--- src/rtl/alu_mem_seq.sv ---
// Register-mapped ALU slave: reads return 1 cycle after request; single-cycle ops finish 1 cycle after start, MUL after DATA_WIDTH.
// No backpressure: operand/CTRL writes while busy are dropped and raise sticky err; reads are always accepted.
module alu_mem_seq #(
  parameter int ADDR_WIDTH = 3,
  parameter int DATA_WIDTH = 8
) (
  input  logic                    clk,
  input  logic                    reset,
  input  logic                    enable,
  input  logic                    rd_wr,
  input  logic [ADDR_WIDTH-1:0]   addr,
  input  logic [DATA_WIDTH-1:0]   wr_data,
  output logic [DATA_WIDTH-1:0]   rd_data,
  output logic                    rd_valid,
  output logic [2*DATA_WIDTH-1:0] res_out,
  output logic                    res_valid,
  output logic                    busy
);
  localparam int W  = DATA_WIDTH;
  localparam int CW = $clog2(W) + 1;

  localparam logic [2:0] OP_ADD  = 3'd0;
  localparam logic [2:0] OP_SUB  = 3'd1;
  localparam logic [2:0] OP_AND  = 3'd2;
  localparam logic [2:0] OP_OR   = 3'd3;
  localparam logic [2:0] OP_XOR  = 3'd4;
  localparam logic [2:0] OP_MUL  = 3'd5;
  localparam logic [2:0] OP_PASS = 3'd6;
  localparam logic [2:0] OP_RSVD = 3'd7;

  typedef enum logic {IDLE, EXEC} state_t;

  state_t         state;
  logic [W-1:0]   opa, opb;
  logic [2:0]     opcode, op_q;
  logic           done, err;
  logic [2*W-1:0] mcand, acc, acc_nxt, alu_res, b_ext;
  logic [W-1:0]   mplier;
  logic [CW-1:0]  step;
  logic [W-1:0]   rd_mux;
  logic           wr_acc, rd_acc, ctrl_wr, start_ok, start_bad, busy_wr, stat_rd;

  always_comb begin
    wr_acc    = enable && !rd_wr;
    rd_acc    = enable && rd_wr;
    ctrl_wr   = wr_acc && (addr == ADDR_WIDTH'(2));
    start_ok  = ctrl_wr && (state == IDLE) && wr_data[3] && (wr_data[2:0] != OP_RSVD);
    start_bad = ctrl_wr && (state == IDLE) && wr_data[3] && (wr_data[2:0] == OP_RSVD);
    busy_wr   = wr_acc && (addr < ADDR_WIDTH'(3)) && (state == EXEC);
    stat_rd   = rd_acc && (addr == ADDR_WIDTH'(3));
  end

  always_comb begin
    rd_mux = '0;
    case (addr)
      ADDR_WIDTH'(0): rd_mux = opa;
      ADDR_WIDTH'(1): rd_mux = opb;
      ADDR_WIDTH'(2): rd_mux = {{(W-3){1'b0}}, opcode};
      ADDR_WIDTH'(3): rd_mux = {{(W-3){1'b0}}, err, done, busy};
      ADDR_WIDTH'(4): rd_mux = res_out[W-1:0];
      ADDR_WIDTH'(5): rd_mux = res_out[2*W-1:W];
      default:        rd_mux = '0;
    endcase
  end

  // mcand holds the zero-extended A operand; mplier holds B until the multiplier consumes it
  always_comb begin
    b_ext   = {{W{1'b0}}, mplier};
    acc_nxt = acc + (mplier[0] ? mcand : '0);
    alu_res = '0;
    case (op_q)
      OP_ADD:  alu_res = mcand + b_ext;
      OP_SUB:  alu_res = mcand - b_ext;
      OP_AND:  alu_res = mcand & b_ext;
      OP_OR:   alu_res = mcand | b_ext;
      OP_XOR:  alu_res = mcand ^ b_ext;
      OP_PASS: alu_res = mcand;
      default: alu_res = '0;
    endcase
  end

  always_ff @(posedge clk or negedge reset) begin
    if (!reset) begin
      state     <= IDLE;
      opa       <= '0;
      opb       <= '0;
      opcode    <= '0;
      op_q      <= '0;
      done      <= 1'b0;
      err       <= 1'b0;
      mcand     <= '0;
      mplier    <= '0;
      acc       <= '0;
      step      <= '0;
      rd_data   <= '0;
      rd_valid  <= 1'b0;
      res_out   <= '0;
      res_valid <= 1'b0;
      busy      <= 1'b0;
    end else begin
      res_valid <= 1'b0;
      rd_valid  <= rd_acc;
      if (rd_acc) rd_data <= rd_mux;
      // clear first so a flag set later on this same edge wins
      if (stat_rd) begin
        done <= 1'b0;
        err  <= 1'b0;
      end
      if (wr_acc && state == IDLE) begin
        if (addr == ADDR_WIDTH'(0)) opa    <= wr_data;
        if (addr == ADDR_WIDTH'(1)) opb    <= wr_data;
        if (addr == ADDR_WIDTH'(2)) opcode <= wr_data[2:0];
      end
      if (busy_wr || start_bad) err <= 1'b1;
      case (state)
        IDLE: begin
          if (start_ok) begin
            state  <= EXEC;
            busy   <= 1'b1;
            op_q   <= wr_data[2:0];
            mcand  <= {{W{1'b0}}, opa};
            mplier <= opb;
            acc    <= '0;
            step   <= '0;
          end
        end
        EXEC: begin
          if (op_q != OP_MUL) begin
            state     <= IDLE;
            busy      <= 1'b0;
            res_out   <= alu_res;
            res_valid <= 1'b1;
            done      <= 1'b1;
          end else begin
            acc    <= acc_nxt;
            mcand  <= mcand << 1;
            mplier <= mplier >> 1;
            step   <= step + CW'(1);
            if (step == CW'(W - 1)) begin
              state     <= IDLE;
              busy      <= 1'b0;
              res_out   <= acc_nxt;
              res_valid <= 1'b1;
              done      <= 1'b1;
            end
          end
        end
        default: state <= IDLE;
      endcase
    end
  end
endmodule

--- config.mk ---
export PLATFORM = sky130hd
export DESIGN_NAME = alu_mem_seq
export DESIGN_NICKNAME = d
export VERILOG_FILES = /design/src/rtl/alu_mem_seq.sv
export SDC_FILE = /design/constraint.sdc
export NUM_CORES = 1
export LEC_CHECK = 0
export BUFFER_PORTS_ARGS = -buffer_cell sky130_fd_sc_hd__buf_2
export CORE_UTILIZATION = 42
export CTS_BUF_LIST = sky130_fd_sc_hd__clkbuf_8
export CTS_CLUSTER_DIAMETER = 150
export DETAILED_ROUTE_END_ITERATION = 8
export SYNTH_ARGS = -nofsm -noshare
export SYNTH_HDL_FRONTEND = slang
export SYNTH_SLANG_ARGS = --single-unit
--- constraint.sdc ---
create_clock -name clk -period 2.75 [get_ports clk]
set_input_delay 0.825 -clock clk [delete_from_list [all_inputs] [get_ports clk]]
set_output_delay 0.825 -clock clk [all_outputs]
set_load 0.1 [all_outputs]
# --- Yosys cells after proc, flatten, opt, wreduce, memory -nomap -nowiden ---
# Cells that the tools add are included.
totals:
  inputBits: 15
  out_inout_bits: 27
  romBits: 0
  latchBits: 0
  mem_bits_rw: 0
  n_memories: 0
  register_bits: 96
classes:
  addsub: 4
  bitwise_logic: 4
  n_mux: 34
  div: 0
  multipliers: 0
  magnitude_cmp: 1
  eq_ne: 17
  reduce_logical: 24
  shift: 0
op_table:
  columns: ["cell", "n"]
  rows:
  - ["2-to-1 mux 16 bit", 7]
  - ["one-hot mux 16 bit (6 select lines)", 1]
  - ["one-hot mux 16 bit (2 select lines)", 2]
  - ["one-hot mux 8 bit (6 select lines)", 1]
  - ["adder 16 bit", 1]
  - ["adder 16 x 8 -> 16 bit", 1]
  - ["bitwise AND 16 x 8 -> 16 bit", 1]
  - ["2-to-1 mux 8 bit", 2]
  - ["bitwise OR 16 x 8 -> 16 bit", 1]
  - ["one-hot mux 8 bit (2 select lines)", 1]
  - ["subtractor 16 x 8 -> 16 bit", 1]
  - ["XOR 16 x 8 -> 16 bit", 1]
  - ["equality test 3 bit (second input constant)", 5]
  - ["2-to-1 mux 1 bit", 15]
  - ["AND reduction 2 bit", 7]
  - ["equality test 3 x 2 -> 1 bit (second input constant)", 4]
  - ["logical AND 1 bit", 11]
  - ["2-to-1 mux 4 bit", 2]
  - ["one-hot mux 4 bit (2 select lines)", 1]
  - ["equality test 3 x 1 -> 1 bit (second input constant)", 2]
  - ["logical NOT 3 bit", 2]
  - ["inequality test 3 bit (second input constant)", 2]
  - ["adder 4 x 1 -> 4 bit (second input constant)", 1]
  - ["equality test 4 x 3 -> 1 bit (second input constant)", 1]
  - ["8 further kinds", 11]

# --- Depth between registers and ports, before layout ---
# Gate-level depths: netlist of the first run.
depth:
  word_depth: 8
  mapped_depth: 14
  mapped_depth_nobuf: 12

# --- Worst setup path before layout of the first run ---
# OpenSTA, ideal clock, no wires.
synth_path:
  path_kind: "reg-to-reg"
  from: "register mplier[0]"
  to: "register res_out[14]"
  arrival_ns: 2.895
  path_stages_with_launch: 15
  setup_time_ns: 0.130
  path_buffers: 2
  slack_ns: -0.275
  cell_sequence: "dfrtp_1 -> clkbuf_1 -> clkinv_1 -> ha_1 -> nand3_1 -> o21ai_0 -> xnor2_1 -> ha_1 -> buf_2 -> a41oi_1 -> nand3_1 -> a2111oi_0 -> a21oi_1 -> xnor2_1 -> o22ai_1"
synth_via:
  elab_chain_cells: 4
  elab_cells_between_ends: 7
  cone_classes: "3 x add/sub; 4 x mux"
synth_lines:
  columns: ["item", "line_no", "source"]
  rows:
  - ["start: declaration", "38", "logic [W-1:0] mplier;"]
  - ["start signal: assignment", "122", "mplier <= opb;"]
  - ["start signal: assignment", "137", "mplier <= mplier >> 1;"]
  - ["2-to-1 mux 16 bit", "69", "acc_nxt = acc + (mplier[0] ? mcand : '0);"]
  - ["adder 16 bit", "69", null]
  - ["2-to-1 mux 16 bit", "139", "if (step == CW'(W - 1)) begin"]
  - ["2-to-1 mux 16 bit *", "128", "if (op_q != OP_MUL) begin"]
  - ["end signal: assignment", "131", "res_out <= alu_res;"]
  - ["end signal: assignment", "142", "res_out <= acc_nxt;"]
  - ["end: declaration", "15", "output logic [2*DATA_WIDTH-1:0] res_out,"]
# Every way passes the cells marked *; elsewhere a longest branch is shown, timed or not. The select of a mux whose other input is x is not followed.
# A chain may end at the register's enable or synchronous reset.

# --- Worst setup path after layout of the first run ---
layout_path:
  from: "register mplier[0]"
  to: "register res_out[13]"
# Same word-level chain as after synthesis.

==> results.ini, run 1 <==
[sta]
fmax_mhz=367
hold_viol=0
timing.final.crit_share_pct=99.0
drv_slew=0
rsz0062_at_grt=true
setup_viol_count_final=0
worst_slew_margin_rel_pct=41.1
finClkSkew_ns=0.0154
tightest_slew_ns=0.882
period_needed_ns=2.72

[yosys]
synthArstFlopShare_pct=100
synthCells=743
synth_commonest_cells=nand2_1, dfrtp_1, o21ai_0
synth.distinct_cells=85
synth.top_cell.area_share_pct=35.1
synth_ff_type=dfrtp_1
ys_seq_area_share_pct=35.1
yosysTopAreaCell=dfrtp_1
netlist_area_um2=6850
syn_avg_cell_area_um2=9.22
synth_nets=809
synth_edf_count=0
yosys_warnings=0
ys_top_cells_by_area=dfrtp_1, ha_1, nand2_1
yosysMostFrequentCell=nand2_1
ys_seq_elements=96

[cts]
clkTransAtPathRegs_ns=0.10
clk_latency_ns=0.39
clock_sinks=96
cts_hold_buf=0
cts_tree=done
cts_buffers=9
cts_root_buf=clkbuf_8
htreeDepth=3
clockBufferDepth=2

[global_routing]
gr-usage-all-layers_pct=25.7
grt_overflow=0
grt_pass1_wl_mm=32.4
grt_max_degree=62
grt_pass1_vias=5902
grt_antenna_before_repair=0

[placed_design]
port_buffers=41
dpl.hpwl_mm=16.0
gp_congestion=0.930
dp_cells=1041

[floorplan]
die_h_um=130
core_um2=15900
start_util_pct=43.1
dieArea_um2=16800
pin_count=42
die_w_um=130
rows=46

[setup_path]
end_kind=register
rr_worst_depth=10
critPathLaunchType=register
worstPathArrival_ns=2.99
worst_ep_required_time_ns=3.01
critPathKind=reg -> reg
critical_path_peak_fanout=12
r2r_start=mplier[0]
rrSetupSlack_ns=0.03
setup.worst_path.start=mplier[0]

[hold_path]
min_path_type=in -> async

[route]
ant_nets=0
met1_length_mm=9.94
num_vias=6143
drc=0
viasPerCell=5.77
wl_per_cell_um=19.6
dr.pass1.iters=4
wirelength_mm=20.9
drt_iter0_drc=409
met3_wirelength_mm=1.14
top_layer=met4
wl_met2_mm=9.24

[power_and_ir_drop]
ir_drop_v=0.000665
power_density_nw_per_um2=1100
total_power_w=0.00910
leakage_nw=3.67

[finish]
antenna_cells=0
syn_to_final_growth_pct=20.7
final_cell_count_no_fill=1065
drive_gt1_share_pct=28.4
nets=910

[status]
outcome=finished clean

[flow_run]
cap_viol_max_count=0

worst max-delay path: stages, from the launching register on:
cell      delay (ns)
dfrtp_2         0.47
buf_8           0.17
o31ai_4         0.28
xnor2_2         0.09
ha_1            0.36
o21a_1          0.14
o31a_1          0.30
o211ai_2        0.18
a21o_1          0.22
a211oi_2        0.27
o31ai_1         0.12
layout by cell type (no fill, tap or decap), types with 7 or more instances in the layout:
master / n
inv_1: 24
nand3_1: 18
a31oi_1: 10
o22ai_1: 13
a221oi_1: 7
clkbuf_8: 10
o21ai_1: 29
mux2i_1: 27
o21ai_0: 44
mux2_2: 25
xnor2_1: 11
and2_1: 7
buf_2: 40
dfrtp_1: 95
xor2_1: 9
buf_4: 82
nand2_1: 100
o21a_1: 7
nor2_1: 41
ha_1: 44
a21oi_1: 24
nand4_1: 7
where the power goes:
part           total, W  leakage [nW]  switching [W]  internal (W)
combinational   0.00578          2.37        0.00353       0.00225
sequential      0.00222          1.17       0.000417       0.00181
clock           0.00109         0.119       0.000543      0.000552
total           0.00910          3.67        0.00449       0.00461
per-layer routing:
layer  vias up  global-route usage (%)
met5         -                       0
met4         0                    9.58
met3        29                    4.06
met2       174                    39.7
met1      3002                    36.2
li1       2938                       -
stage by stage:
stage	setup slack (ns)	util [%]	instance area [µm²]	setup TNS (ns)	hold WS, ns
after global routing	-0.129	52.1	8270	-0.684	0.276
after detailed placement	-0.316	48.9	7760	-0.806	0.482
after global placement	-0.331	48.9	7760	-0.712	0.462
after floorplan	0.00142	-	6900	0	0.446
final	0.0275	52.1	8270	0	0.286
after CTS	-0.0126	50.9	8080	-0.0126	0.276
cell type report:
| class | instances | area, µm² |
|---|---|---|
| clock buffers | 10 | 138 |
| repair buffers | 127 | 893 |
| flip-flops and latches | 96 | 2400 |
| multi-input cells | 582 | 4350 |
| fillers | 1533 | 7610 |
| inverters | 28 | 123 |
| well taps | 216 | 270 |
| clock inverters | 6 | 97.6 |
sequential cells by signal (all words and copies together), names as in the netlist, 3 cells and up:
register / flops
opcode: 3
mcand: 16
opa: 8
res_out: 16
rd_data: 8
op_q: 3
mplier: 8
step: 4
acc: 16
opb: 8
worst paths after layout:
path / to
worst min-delay path: acc[10]
max in group asynchronous: res_out[1]
worst max-delay path: res_out[13]
worst max register to register: res_out[13]
min in group clk: rd_data[1]
worst min register to register: rd_data[1]
timing repair:
item / CTS / global route
resized for setup: 24 / 31
endpoints found under the setup margin: 13 / 12
buffers inserted: 1 / 8
pin swaps: 6 / 28
logic make-up after synthesis:
group | after synthesis | synth area share [%]
and+or+nand+nor | 227 | 15.8
DFF | 96 | 35.1
xor gates and xnor gates | 22 | 2.81
AOI/OAI and AO/OA | 223 | 22.1
buffers and inverters | 65 | 4.64
adders and majority gates | 51 | 9.53
muxes | 59 | 10.1
(Power assumes the default switching activity.)
==> run 2, diff against run 1 <==
Settings changed: ABC_AREA set to 1.
==> run 2 against run 1 <==
Effect of this change: fmax rose by 5.9%; synthesized cell count rose by 30%; via count rose by 5.7%; routed wire length fell by 1.4%; non-clock buffer count fell by 53; area after synthesis barely moved; critical endpoint is now res_out[6].
==> results.ini, run 2 <==
[power_and_ir_drop]
sequentialPowerShare_pct=29.6
intPower_w=0.00333
clkPwrFrac_pct=15.3
p_sw_share_pct=50.9
leakage_nw=4.29
combPwrFrac_pct=55.1
power_switching_w=0.00345
power_density_nw_per_um2=868
ir_drop_v=0.000683

[yosys]
synth_ff_type=dfrtp_1
yosys.area_share.adder_pct=9.53
synth_commonest_cells=nand2_1, inv_1, dfrtp_1
synth-simple-area-share_pct=29.5
synth_top_family_by_area=simple AND/OR/NAND/NOR gates
synth-compound-area-share_pct=13.8
syn_avg_cell_area_um2=7.11
netlist_area_um2=6860
synth.distinct_cells=47
synthArstFlopShare_pct=100
synth.top_cell.area_share_pct=35.0
ys_seq_elements=96
synth_nets=1030
yosys_warnings=0
synth_xor_xnor_area_share_pct=1.79
yosysTopAreaCell=dfrtp_1
ys_top_cells_by_area=dfrtp_1, nand2_1, ha_1
yosysMostFrequentCell=nand2_1
ys_seq_area_share_pct=35.0
synthCells=964
yosys-mux-area-fraction_pct=0
synth_edf_count=0

[cts]
htreeDepth=3
clockBufferDepth=2
cts_tree=done
clock_sinks=96
cts_hold_buf=0
cts_buffers=9
clkTransAtPathRegs_ns=0.11
clk_latency_ns=0.40
cts_root_buf=clkbuf_8

[route]
wl_per_cell_um=16.5
viasPerCell=5.21
wirelength_mm=20.6
drt_iter0_drc=485
ant_nets=0
dr.pass1.iters=5
num_vias=6496
drc=0

[floorplan]
dieArea_um2=16800
die_h_um=130
start_util_pct=43.2
rows=46
pin_count=42
core_um2=15900
die_w_um=130

[status]
outcome=finished clean

[setup_path]
critical_path_peak_fanout=4
critPathKind=reg -> reg
crit_path_max_incr_delay_ns=0.42
crit_family=simple AND/OR/NAND/NOR gates
path_cells=buf_4, ha_1, ha_1, fa_1, nand3_1, nand3_1, nand2_1, nand2_1, or2_2, nand3_1, nand3_1, nand2_1, nand2_1
cp_slowest_cell=dfrtp_1
critPathLaunchType=register
worstPathArrival_ns=2.87
cp_num_buf_inv=1
end_kind=register
worst_ep_required_time_ns=3.05

[placed_design]
gp_congestion=0.949
dp_slack_ns=-0.00151
port_buffers=41
dpl.hpwl_mm=15.9

[sta]
setup_tns_ns=0
timing.final.crit_share_pct=93.5
period_needed_ns=2.57
setup_ws_ns=0.179
drv_slew=0
finClkSkew_ns=0.0172
timing.hold.ws_ns=0.358
setup_viol_count_final=0
hold_viol=0
worst_slew_margin_rel_pct=47.4
fmax_mhz=389
tightest_slew_ns=0.789

[finish]
final_cell_mix=nand2_1, inv_1, dfrtp_1
register_area_um2=2400
top_regs=acc x16, mcand x16, res_out x16
nets=1092
layout_commonest_cell=nand2_1
syn_to_final_growth_pct=14.0
antenna_cells=0
fillers=1689
multi_input_area_um2=3880
drive_gt1_share_pct=13.6

[global_routing]
grt_max_degree=50
grt_pass1_wl_mm=32.9
grt_pass1_vias=6142
grt_overflow=0
grt_antenna_before_repair=0
gr-usage-all-layers_pct=26.1

[flow_run]
cap_viol_max_count=0

[hold_path]
min_path_type=in -> async

-- run 2: changes by cell type after synthesis, moves of 24 or more --
cell	before	now
inv_1	24	145
mux2_2	25	0
mux2i_1	27	0
nand2_1	101	324
nand3_1	20	73
o21ai_1	26	2
-- run 2: cells by family after synthesis --
family	Yosys count
flip-flops	96
buffers and inverters	177
XOR/XNOR	14
AO/OA/AOI/OAI	153
adder cells (fa/ha/maj)	51
AND/OR/NAND/NOR	473
-- run 2: what timing repair did --
action | CTS | global route
setup endpoints to repair | 1 | 12
gates resized for setup | 1 | 31
setup buffers | 0 | 5
hold endpoints to repair | 0 | 0
pin swaps | 0 | 8
-- run 2: stage by stage --
stage	util, %	total power (W)	cells	instance area [µm²]
2_1_floorplan	-	0.00460	964	6860
3_3_place_gp	46.8	0.00552	1226	7430
3_5_place_dp	46.8	0.00554	1226	7430
4_1_cts	48.2	0.00659	1242	7650
5_1_grt	49.2	0.00729	1247	7820
6_report	49.2	0.00678	1247	7820
-- run 2: layer usage --
metal  GRT usage (%)  up-vias  part of all wire (%)
met5               0        -                     0
li1                -     3250                     -
met1            34.9     2992                    46
met2            40.5      205                    44
met4            12.3        0                   4.1
met3            5.37       49                   5.5
-- run 2: power by group through the flow --
| stage | logic, W | registers [W] | clock network, W |
|---|---|---|---|
| 2_1_floorplan | 0.00197 | 0.00263 | 0 |
| 3_3_place_gp | 0.00350 | 0.00202 | 0 |
| 3_5_place_dp | 0.00352 | 0.00201 | 0 |
| 4_1_cts | 0.00354 | 0.00199 | 0.00105 |
| 5_1_grt | 0.00414 | 0.00204 | 0.00112 |
| 6_report | 0.00374 | 0.00201 | 0.00104 |
-- run 2: final timing paths --
check,from,endpoint,slack [ns],cells past startpoint
min in group clk,rd_data[2],rd_data[2],0.49,2
hold reg to reg,rd_data[2],rd_data[2],0.49,2
setup reg to reg,mplier[0],res_out[6],0.18,13
setup / recovery,mplier[0],res_out[6],0.18,13
max in group asynchronous,reset,res_out[2],1.75,2
hold / removal,reset,res_out[14],0.36,1
-- run 2: worst reg2reg max path, delay by kind of cell (launching register included) --
kind	cells	cell delay [ns]
DFF	1	0.42
adders and majority gates	3	0.85
buffers and inverters	1	0.15
and+or+nand+nor	9	1.06
-- run 2: final cells by class --
cell class	instances	share of cell area, %
multi-input cells	691	49.6
flip-flops and latches	96	30.7
repair buffers	74	5.99
clock inverters	5	0.800
inverters	154	7.46
clock buffers	11	1.94
well taps	216	3.46
==> run 3, diff against run 2 <==
--- a/config.mk
+++ b/config.mk
@@ -8,5 +8,5 @@
 export ABC_AREA = 1
 export BUFFER_PORTS_ARGS = -buffer_cell sky130_fd_sc_hd__buf_2
-export CORE_UTILIZATION = 42
+export CORE_UTILIZATION = 35
 export CTS_BUF_LIST = sky130_fd_sc_hd__clkbuf_8
 export CTS_CLUSTER_DIAMETER = 150
==> constraint.sdc (replaced) <==
create_clock -name clk -period 2.75 [get_ports clk]
set_input_delay 0.55 -clock clk [delete_from_list [all_inputs] [get_ports clk]]
set_output_delay 0.55 -clock clk [all_outputs]
set_load 0.1 [all_outputs]
==> run 3 against run 2 <==
Effect of this change: fmax shrank 0.47%; clock skew grew 0.0031 ns; non-clock buffer count shrank 8; sequential share of layout area grew 0.28 points; critical path depth grew 3; sequential power is essentially flat; critical endpoint is now res_out[7]; largest cell class unchanged; highest routed layer unchanged.
==> results.ini, run 3 (synthesis gave the netlist of run 2 again) <==
[route]
wl_met2_mm=8.96
wirelength_mm=20.0
ant_nets=0
wl_per_cell_um=15.6
met3_wirelength_um=983
drc=0
viasPerCell=4.94
met1_length_mm=9.41
drt_iter0_drc=479
top_layer=met4
dr.pass1.iters=5
num_vias=6337

[sta]
hold_viol=0
timing.final.crit_share_pct=93.9
setup_ws_ns=0.167
setup_viol_count_final=0
tightest_slew_ns=1.27
fmax_mhz=387
timing.hold.ws_ns=0.102
period_needed_ns=2.58
drv_slew=0
finClkSkew_ns=0.0203
worst_slew_margin_rel_pct=14.9
setup_tns_ns=0

[global_routing]
grt_pass1_wl_mm=31.9
grt_overflow=0
grt_pass1_vias=5898
grt_max_degree=66
gr-usage-all-layers_pct=20.8
grt_antenna_before_repair=0

[finish]
final_cell_mix=nand2_1, inv_1, dfrtp_1
syn_to_final_growth_pct=13.0
nets=1084
layout_commonest_cell=nand2_1
antenna_cells=0
finalInstanceArea_um2=7750
fin_util_pct=40.9
drive_gt1_share_pct=11.9
top_regs=acc x16, mcand x16, res_out x16

[setup_path]
worst_ep_required_time_ns=3.04
end_kind=register
worstPathArrival_ns=2.87
critPathLaunchType=register
critPathKind=reg -> reg
critical_path_peak_fanout=5

[cts]
cts_tree=done
cts_buffers=9
clockBufferDepth=2
clock_sinks=96
clk_latency_ns=0.39
htreeDepth=3
cts_hold_buf=0
cts_root_buf=clkbuf_8
clkTransAtPathRegs_ns=0.11

[floorplan]
pin_count=42
die_w_um=142
dieArea_um2=20100
start_util_pct=36.2
core_um2=19000
rows=50
die_h_um=142

[flow_run]
cap_viol_max_count=0

[power_and_ir_drop]
power_density_nw_per_um2=854
ir_drop_v=0.000937
leakage_nw=4.24

[placed_design]
dp_slack_ns=0.0442
place_area_um2=7440
port_buffers=41
dpl.hpwl_mm=15.6
gp_congestion=0.919

[hold_path]
min_path_type=in -> async

[status]
outcome=finished clean

run 3: changes by cell type in the layout (fill, tap and decap cells not counted), sizes merged:
cell	delta
buf	-8
inv	+2
clkinvlp	-1
bufinv	-1
run 3: where the power goes:
part | switching, W | internal, W | leakage [nW]
logic | 0.00255 | 0.00112 | 2.93
registers | 0.000315 | 0.00169 | 1.21
clock network | 0.000551 | 0.000384 | 0.0977
run 3: final cells by class:
type	instances	area [µm²]
multi-input combinational	691	3840
tap	260	325
fill	1979	11200
inverter	154	583
clock buffer	11	151
clock inverter	5	37.5
timing repair buffer	66	408
sequential	96	2400
run 3: critical path: stages, from the launching register on:
cell	delay [ns]
dfrtp_1	0.42
inv_2	0.09
ha_2	0.20
nand3_4	0.10
o31ai_4	0.27
xor2_1	0.17
inv_1	0.09
ha_4	0.29
nand2_1	0.09
nor2_1	0.11
nand2_1	0.08
nand2_1	0.11
nand2_1	0.06
nand3_1	0.09
nand4_1	0.12
nor2_1	0.16
nor2_1	0.05
run 3: through the flow:
step	total power, W	std cells
2_1_floorplan	0.00460	964
3_3_place_gp	0.00554	1264
3_5_place_dp	0.00556	1264
4_1_cts	0.00651	1280
5_1_grt	0.00713	1283
6_report	0.00661	1283
run 3: worst paths after layout:
check | startpoint | end | slack [ns] | cells past startpoint
worst min register to register | rd_data[1] | rd_data[1] | 0.49 | 2
worst max-delay path | mplier[0] | res_out[7] | 0.17 | 16
worst max register to register | mplier[0] | res_out[7] | 0.17 | 16
worst min-delay path | reset | rd_data[5] | 0.10 | 1
max in group asynchronous | reset | op_q[1] | 1.92 | 2
min in group clk | wr_data[5] | opa[5] | 0.42 | 3
run 3: timing repair:
item	CTS	global route
resized for setup	0	20
setup endpoints to repair	0	11
setup buffers	0	3
run 3: metal layers:
metal | up-vias | track usage (%)
met5 | - | 0
met4 | 0 | 8.77
met3 | 30 | 2.86
met2 | 179 | 32.9
met1 | 2897 | 28.4
li1 | 3231 | -
